<file path="config.mk">
export PLATFORM = sky130hd
export DESIGN_NAME = divider8_restoring
export DESIGN_NICKNAME = d
export VERILOG_FILES = /design/src/rtl/divider8_restoring.sv
export SDC_FILE = /design/constraint.sdc
export NUM_CORES = 1
export LEC_CHECK = 0
export ABC_CLOCK_PERIOD_IN_PS = 5650
export CAP_MARGIN = 15
export CORE_MARGIN = 5
export CORE_UTILIZATION = 40
export DETAILED_ROUTE_END_ITERATION = 16
export PLACE_DENSITY = 0.74
export SYNTH_ARGS = -nofsm -noshare
export SYNTH_HDL_FRONTEND = slang
export SYNTH_HIERARCHICAL = 1
export SYNTH_SLANG_ARGS = --single-unit
</file>
<file path="constraint.sdc">
create_clock -name clk -period 5.65 [get_ports clk]
set_input_delay 1.4125 -clock clk [delete_from_list [all_inputs] [get_ports clk]]
set_output_delay 1.4125 -clock clk [all_outputs]
set_load 0.01 [all_outputs]
</file>
<file path="src/rtl/divider8_restoring.sv">
// divider8_restoring: sequential 8-bit unsigned restoring divider.
// Computes Q = A / B and R = A % B, producing one quotient bit per cycle.
// Each trial subtraction goes through one 8-bit ripple full subtractor.
//
// Ports:
//   clk          single clock; all state updates on the rising edge
//   rst          synchronous, active-high reset
//   start        request a division; sampled only in IDLE
//   A, B         dividend and divisor, captured on an accepted start
//   Q, R         quotient and remainder; held until the next result
//   busy         high while iterating
//   done         one-cycle pulse when Q and R become valid
//   div_by_zero  set with done when the captured divisor was 0

// 8-bit ripple full subtractor: S = A - B - Cin, Cout = borrow out.
module sub8_ripple (
  input  logic [7:0] A,
  input  logic [7:0] B,
  input  logic       Cin,
  output logic [7:0] S,
  output logic       Cout
);
  logic [8:0] bw;

  assign bw[0] = Cin;

  for (genvar i = 0; i < 8; i++) begin : g_bit
    assign S[i]    = A[i] ^ B[i] ^ bw[i];
    assign bw[i+1] = (~A[i] & B[i]) | (~(A[i] ^ B[i]) & bw[i]);
  end

  assign Cout = bw[8];
endmodule

module divider8_restoring #(
  parameter int WIDTH = 8
) (
  input  logic             clk,
  input  logic             rst,
  input  logic             start,
  input  logic [WIDTH-1:0] A,
  input  logic [WIDTH-1:0] B,
  output logic [WIDTH-1:0] Q,
  output logic [WIDTH-1:0] R,
  output logic             busy,
  output logic             done,
  output logic             div_by_zero
);
  // The subtractor instance is fixed at 8 bits.
  if (WIDTH != 8) begin : g_width_check
    $error("divider8_restoring: only WIDTH = 8 is supported");
  end

  typedef enum logic [1:0] {
    IDLE = 2'd0,
    RUN  = 2'd1,
    DONE = 2'd2
  } state_t;

  state_t           state, state_next;
  logic [WIDTH-1:0] dividend;
  logic [WIDTH-1:0] divisor;
  logic [WIDTH-1:0] p;
  logic [2:0]       cnt;

  logic [WIDTH:0]   ps_ext;
  logic             ov;
  logic [WIDTH-1:0] ps;
  logic [WIDTH-1:0] diff;
  logic             borrow;
  logic             accept;
  logic [WIDTH-1:0] p_next;
  logic [WIDTH-1:0] quot_next;

  // Shift the next dividend bit into the partial remainder; ov is the bit
  // pushed out of P[7].
  assign ps_ext = {p, dividend[WIDTH-1]};
  assign ov     = ps_ext[WIDTH];
  assign ps     = ps_ext[WIDTH-1:0];

  sub8_ripple u_sub (
    .A    (ps),
    .B    (divisor),
    .Cin  (1'b0),
    .S    (diff),
    .Cout (borrow)
  );

  // With ov set the true 9-bit value exceeds 255 >= divisor, so the 8-bit
  // difference is exact even though the subtractor reports a borrow.
  assign accept    = ov | ~borrow;
  assign p_next    = accept ? diff : ps;
  assign quot_next = {dividend[WIDTH-2:0], accept};

  always_ff @(posedge clk) begin
    if (rst) state <= IDLE;
    else     state <= state_next;
  end

  always_comb begin
    state_next = state;
    busy       = 1'b0;
    done       = 1'b0;
    case (state)
      IDLE: begin
        if (start) state_next = (B == '0) ? DONE : RUN;
      end
      RUN: begin
        busy = 1'b1;
        if (cnt == 3'd7) state_next = DONE;
      end
      DONE: begin
        done       = 1'b1;
        state_next = IDLE;
      end
      default: state_next = IDLE;
    endcase
  end

  always_ff @(posedge clk) begin
    if (rst) begin
      dividend    <= '0;
      divisor     <= '0;
      p           <= '0;
      cnt         <= '0;
      Q           <= '0;
      R           <= '0;
      div_by_zero <= 1'b0;
    end else begin
      case (state)
        IDLE: begin
          if (start) begin
            if (B != '0) begin
              dividend <= A;
              divisor  <= B;
              p        <= '0;
              cnt      <= '0;
            end else begin
              Q           <= '1;
              R           <= A;
              div_by_zero <= 1'b1;
            end
          end
        end
        RUN: begin
          p        <= p_next;
          dividend <= quot_next;
          cnt      <= cnt + 3'd1;
          if (cnt == 3'd7) begin
            Q           <= quot_next;
            R           <= p_next;
            div_by_zero <= 1'b0;
          end
        end
        default: ;
      endcase
    end
  end
endmodule

</file>
==> results <==
- The final worst slack is 1350 ps.
- The max-slew violation count is 0.
- The final critical path time including I/O delays and setup is 4300 ps.
- The power density of the placed cells is 278 nW/um^2.
- For this design the total switching power over the nets is 0.000199 W.
- In this run the tightest slew margin relative to its limit is 28.3%.
- The post-detailed-route wirelength per cell is 13.6 um.
- The top-level I/O count is 38.
- The share of total power dissipated in sequential elements is 48.0%.
- The clock transition at the registers of the reported paths is 90 ps.
- The placeable core region is 5110 um^2.
- The count of standard-cell rows is 26.
- The endpoint kind of the worst setup timing path is a register.
- The netlist area before placement is 2100 um^2.
- The count of synthesis-stage warnings from yosys is 6.
- Cell internal power was estimated by the tool at 0.000534 W.
- In the synthesized netlist the dominant register cell turns out to be sky130_fd_sc_hd__dfxtp_1.
- Summed over all layers, the routed wires come to 4.34 mm.
- Setup violations remaining at the end of the flow were counted as 0.
- The commonest cells after synthesis are sky130_fd_sc_hd__dfxtp_1, sky130_fd_sc_hd__nor2_1, sky130_fd_sc_hd__inv_1.
- The dominant combinational cell family by area after synthesis is compound AO/OA/AOI/OAI gates.
- The worst path uses 76.1% of the clock period.
- The via count of the first global-routing pass is 1514.
- Of the total power, combinational logic draws 18.8%.
- The adder-cell area share of the yosys netlist is 8.80%.
- The flow ran to the end, and the final reports show no timing, DRC or antenna violations.
- Across the whole layout, storage elements account for 921 um^2.
- The kind of start point of the critical path is a register.
- In this run the mean area of a mapped cell was 9.88 um^2.
- The relative contribution of the clock network to total power is 33.2%.
- The leading cell type by number of instances after synthesis is sky130_fd_sc_hd__dfxtp_1.
- The pre-CTS worst setup slack is 1310 ps.
- The clock passes through at most 2 buffers.
- After detailed routing, the number of remaining DRC violations is 0.
- The number of inserted filler cells in the final layout is 509.
- The xor/xnor share of the synthesized area is 0%.
- The CTS tree is yes.
- The chip height is 82.5 um.
- After synthesis, the netlist uses 35 different library cells.
- IR analysis of the VDD net gives a maximum drop of 0.133 mV.
- Of all nets on the critical path, the largest fanout is 10.
- The required time of the critical path is 5890 ps.
- The worst hold path belongs to the class register to register.
- Entering global routing, the biggest net connects 19 pins.
- For the worst setup path, the data arrival time is 4540 ps.
- For this configuration, the core starts out at a cell density of 41.2%.
- Setup total negative slack on the finished layout was measured at 0 ps.
- Global routing consumed, over all layers together, 13.4% of the routing resources.
- After synthesis, flip-flops and latches occupy 43.8% of the total area.
- The first global-routing pass estimated 6.94 mm of wire.
- Summing all multi-input logic gate instances after layout gives 1050 um^2.
- By startpoint and endpoint, the worst setup path is classified as register to register.
- For the pin with the worst max-slew slack, the measured transition is 1080 ps.
- The area enclosed by the die boundary is 6810 um^2.
- The count of antenna diodes in the layout is 0.
- The detailed-placement wirelength estimate is 3.32 mm.
- After detailed routing, the number of vias per cell comes to 5.07.
- The synthesized netlist devotes 12.4% of its cell area to simple gates.
- The H-tree generated during clock tree synthesis spans 2 levels.
- Setup repair after global routing left no endpoint under its margin.
- The leakage power of the design is 1.02 nW.
- Buffers placed on the I/O ports in this run total 37.
- In this run, synthesis produced a sequential element count of 46.
- The synthesized design contains 0 enable-type register cells.
- Of the cells placed in the final design, the portion with a size suffix greater than 1 is 12.0%.
- The clock skew is 7.16 ps.
- The clock tree root driver cell is sky130_fd_sc_hd__clkbuf_8.
- In this run, the number of DRC markers left after iteration 0 of detailed routing was 73.
- The number of nets in the final layout is 277.
- The first detailed-routing pass took 4 iterations.
- Synthesis handed over a netlist of 213 instances.
- The number of post-CTS setup repair buffers is 0.
- The detailed router placed 1617 vias in this run.
- The cell type with the highest aggregate area in the netlist is sky130_fd_sc_hd__dfxtp_1.
- The sink count of the clock tree is 46.
- Once detail routing completed, the nets flagged for antenna violations numbered 0.
- The top achievable clock speed is 0.232 GHz.
- The count of max-cap constraint violations is 0.
- Net switching is 27.1% of the power.
- At the end of routability-driven placement, the weighted congestion stood at 0.785.
- When the netlist entered floorplanning its net count stood at 242.
- Counting the buffers created by CTS gives 5.
- The clock reaches the later pin of the worst-skew pair after 300 ps.
- Once the clock tree was built, the resizer swapped 0 gates to a different size.
- In the synthesized netlist the async set-or-reset flop fraction comes to 0%.
- In the post-synthesis netlist, the biggest area contributors are sky130_fd_sc_hd__dfxtp_1, sky130_fd_sc_hd__mux2i_1, sky130_fd_sc_hd__o221a_2.
- The cts-stage hold buffer count is 0.
- The share of the synthesized area in the top cell type is 43.8%.
- Compared with the post-synthesis result, the final layout area differs by 25.2%.
- Summing the areas of all compound-gate instances in the mapped netlist gives 20.1% of the synthesized area.
- The remaining global-route overflow is 0.
- The initial antenna violation count is 0.
- The die is 82.5 um wide.
- The number of hold violations in the final report is 0.
- The fraction of synthesized area in multiplexers is 8.62%.
final timing paths:
kind                                               start  cells after the start  slack (ps)                end
worst max-delay path            dividend[7]$_SDFFE_PP0P_                     15        1350  R[5]$_SDFFE_PP0P_
worst max register to register  dividend[7]$_SDFFE_PP0P_                     15        1350  R[5]$_SDFFE_PP0P_
worst min register to register         R[2]$_SDFFE_PP0P_                      2         460  R[2]$_SDFFE_PP0P_
worst min-delay path                   R[2]$_SDFFE_PP0P_                      2         460  R[2]$_SDFFE_PP0P_
through the flow:
| step | cells | util, % | power (W) | area (um^2) | hold slack [ps] |
|---|---|---|---|---|---|
| global route | 319 | 51.6 | 0.000775 | 2640 | 478 |
| detailed placement | 310 | 49.3 | 0.000498 | 2520 | 450 |
| global placement | 310 | 49.3 | 0.000496 | 2520 | 440 |
| floorplan | 213 | - | 0.000459 | 2100 | 424 |
| finish | 319 | 51.6 | 0.000733 | 2640 | 456 |
| CTS | 318 | 51.5 | 0.000742 | 2630 | 463 |
registers in the layout (all words and copies together), names as in the netlist:
register and cells:
Q 8, R 8, dividend 8, divisor 8
p 8, cnt 3, state 2, div_by_zero 1
layout make-up:
class	count	share of cell area (%)
clock buffers	6	2.75
clock inverters	2	1.42
inverters	21	2.99
multi-input cells	135	40.0
flip-flops and latches	46	34.9
well taps	70	3.32
repair buffers	39	14.5
worst max-delay path, cell delays in order (launching register included):
cell,delay (ps)
sky130_fd_sc_hd__dfxtp_1,390
sky130_fd_sc_hd__fa_1,190
sky130_fd_sc_hd__inv_1,50
sky130_fd_sc_hd__fa_1,370
sky130_fd_sc_hd__fa_1,390
sky130_fd_sc_hd__fa_1,390
sky130_fd_sc_hd__fa_1,400
sky130_fd_sc_hd__fa_1,380
sky130_fd_sc_hd__fa_1,360
sky130_fd_sc_hd__inv_1,70
sky130_fd_sc_hd__fa_1,150
sky130_fd_sc_hd__inv_1,40
sky130_fd_sc_hd__nand2b_1,400
sky130_fd_sc_hd__mux2i_1,220
sky130_fd_sc_hd__a211o_1,320
sky130_fd_sc_hd__a21oi_1,130
logic make-up after synthesis:
kind of cell | after synthesis
muxes | 18
adders and majority gates | 10
other | 1
buffers and inverters | 32
and+or+nand+nor | 58
DFF | 46
AOI/OAI and AO/OA | 48
routing by layer:
metal | vias to the layer above | global-route usage, % | routed length (um)
met1 | 762 | 16.0 | 1870
met5 | - | 0 | 0
met3 | 6 | 4.56 | 253
li1 | 816 | - | -
met4 | 0 | 4.74 | 61
met2 | 33 | 22.4 | 2150
power by group through the flow:
stage / logic, W / clock network (W) / registers [W]
final: 0.000138 / 0.000243 / 0.000352
after global routing: 0.000157 / 0.000264 / 0.000354
after CTS: 0.000139 / 0.000250 / 0.000353
after detailed placement: 0.000138 / 0 / 0.000360
after global placement: 0.000136 / 0 / 0.000360
after floorplan: 0.000102 / 0 / 0.000357
layout by cell type, fill, tap and decap left out:
cell,n
sky130_fd_sc_hd__dfxtp_1,46
sky130_fd_sc_hd__nor2_1,37
sky130_fd_sc_hd__clkdlybuf4s50_1,37
sky130_fd_sc_hd__inv_1,19
sky130_fd_sc_hd__mux2i_1,17
sky130_fd_sc_hd__o221a_2,15
sky130_fd_sc_hd__a21oi_1,9
sky130_fd_sc_hd__nand2_1,8
sky130_fd_sc_hd__fa_1,8
sky130_fd_sc_hd__o2bb2ai_1,7
sky130_fd_sc_hd__a211o_1,7
sky130_fd_sc_hd__clkbuf_8,5
sky130_fd_sc_hd__nand2b_1,3
sky130_fd_sc_hd__clkinv_1,2
sky130_fd_sc_hd__nor4_1,2
sky130_fd_sc_hd__nor3_1,2
sky130_fd_sc_hd__a22o_1,2
sky130_fd_sc_hd__or4_4,2
sky130_fd_sc_hd__ha_1,2
sky130_fd_sc_hd__nor2b_1,1
sky130_fd_sc_hd__a21o_1,1
sky130_fd_sc_hd__mux2_2,1
sky130_fd_sc_hd__or3b_2,1
sky130_fd_sc_hd__nand3b_1,1
sky130_fd_sc_hd__o31a_1,1
sky130_fd_sc_hd__o31ai_2,1
sky130_fd_sc_hd__o221ai_1,1
sky130_fd_sc_hd__o211a_1,1
sky130_fd_sc_hd__or2_2,1
sky130_fd_sc_hd__o21ai_1,1
sky130_fd_sc_hd__a211oi_1,1
sky130_fd_sc_hd__a32oi_1,1
sky130_fd_sc_hd__bufinv_16,1
sky130_fd_sc_hd__clkinvlp_4,1
sky130_fd_sc_hd__clkbuf_1,1
sky130_fd_sc_hd__clkbuf_2,1
sky130_fd_sc_hd__buf_4,1
sky130_fd_sc_hd__conb_1,1
No activity file was read; power rests on OpenSTA's default activity.
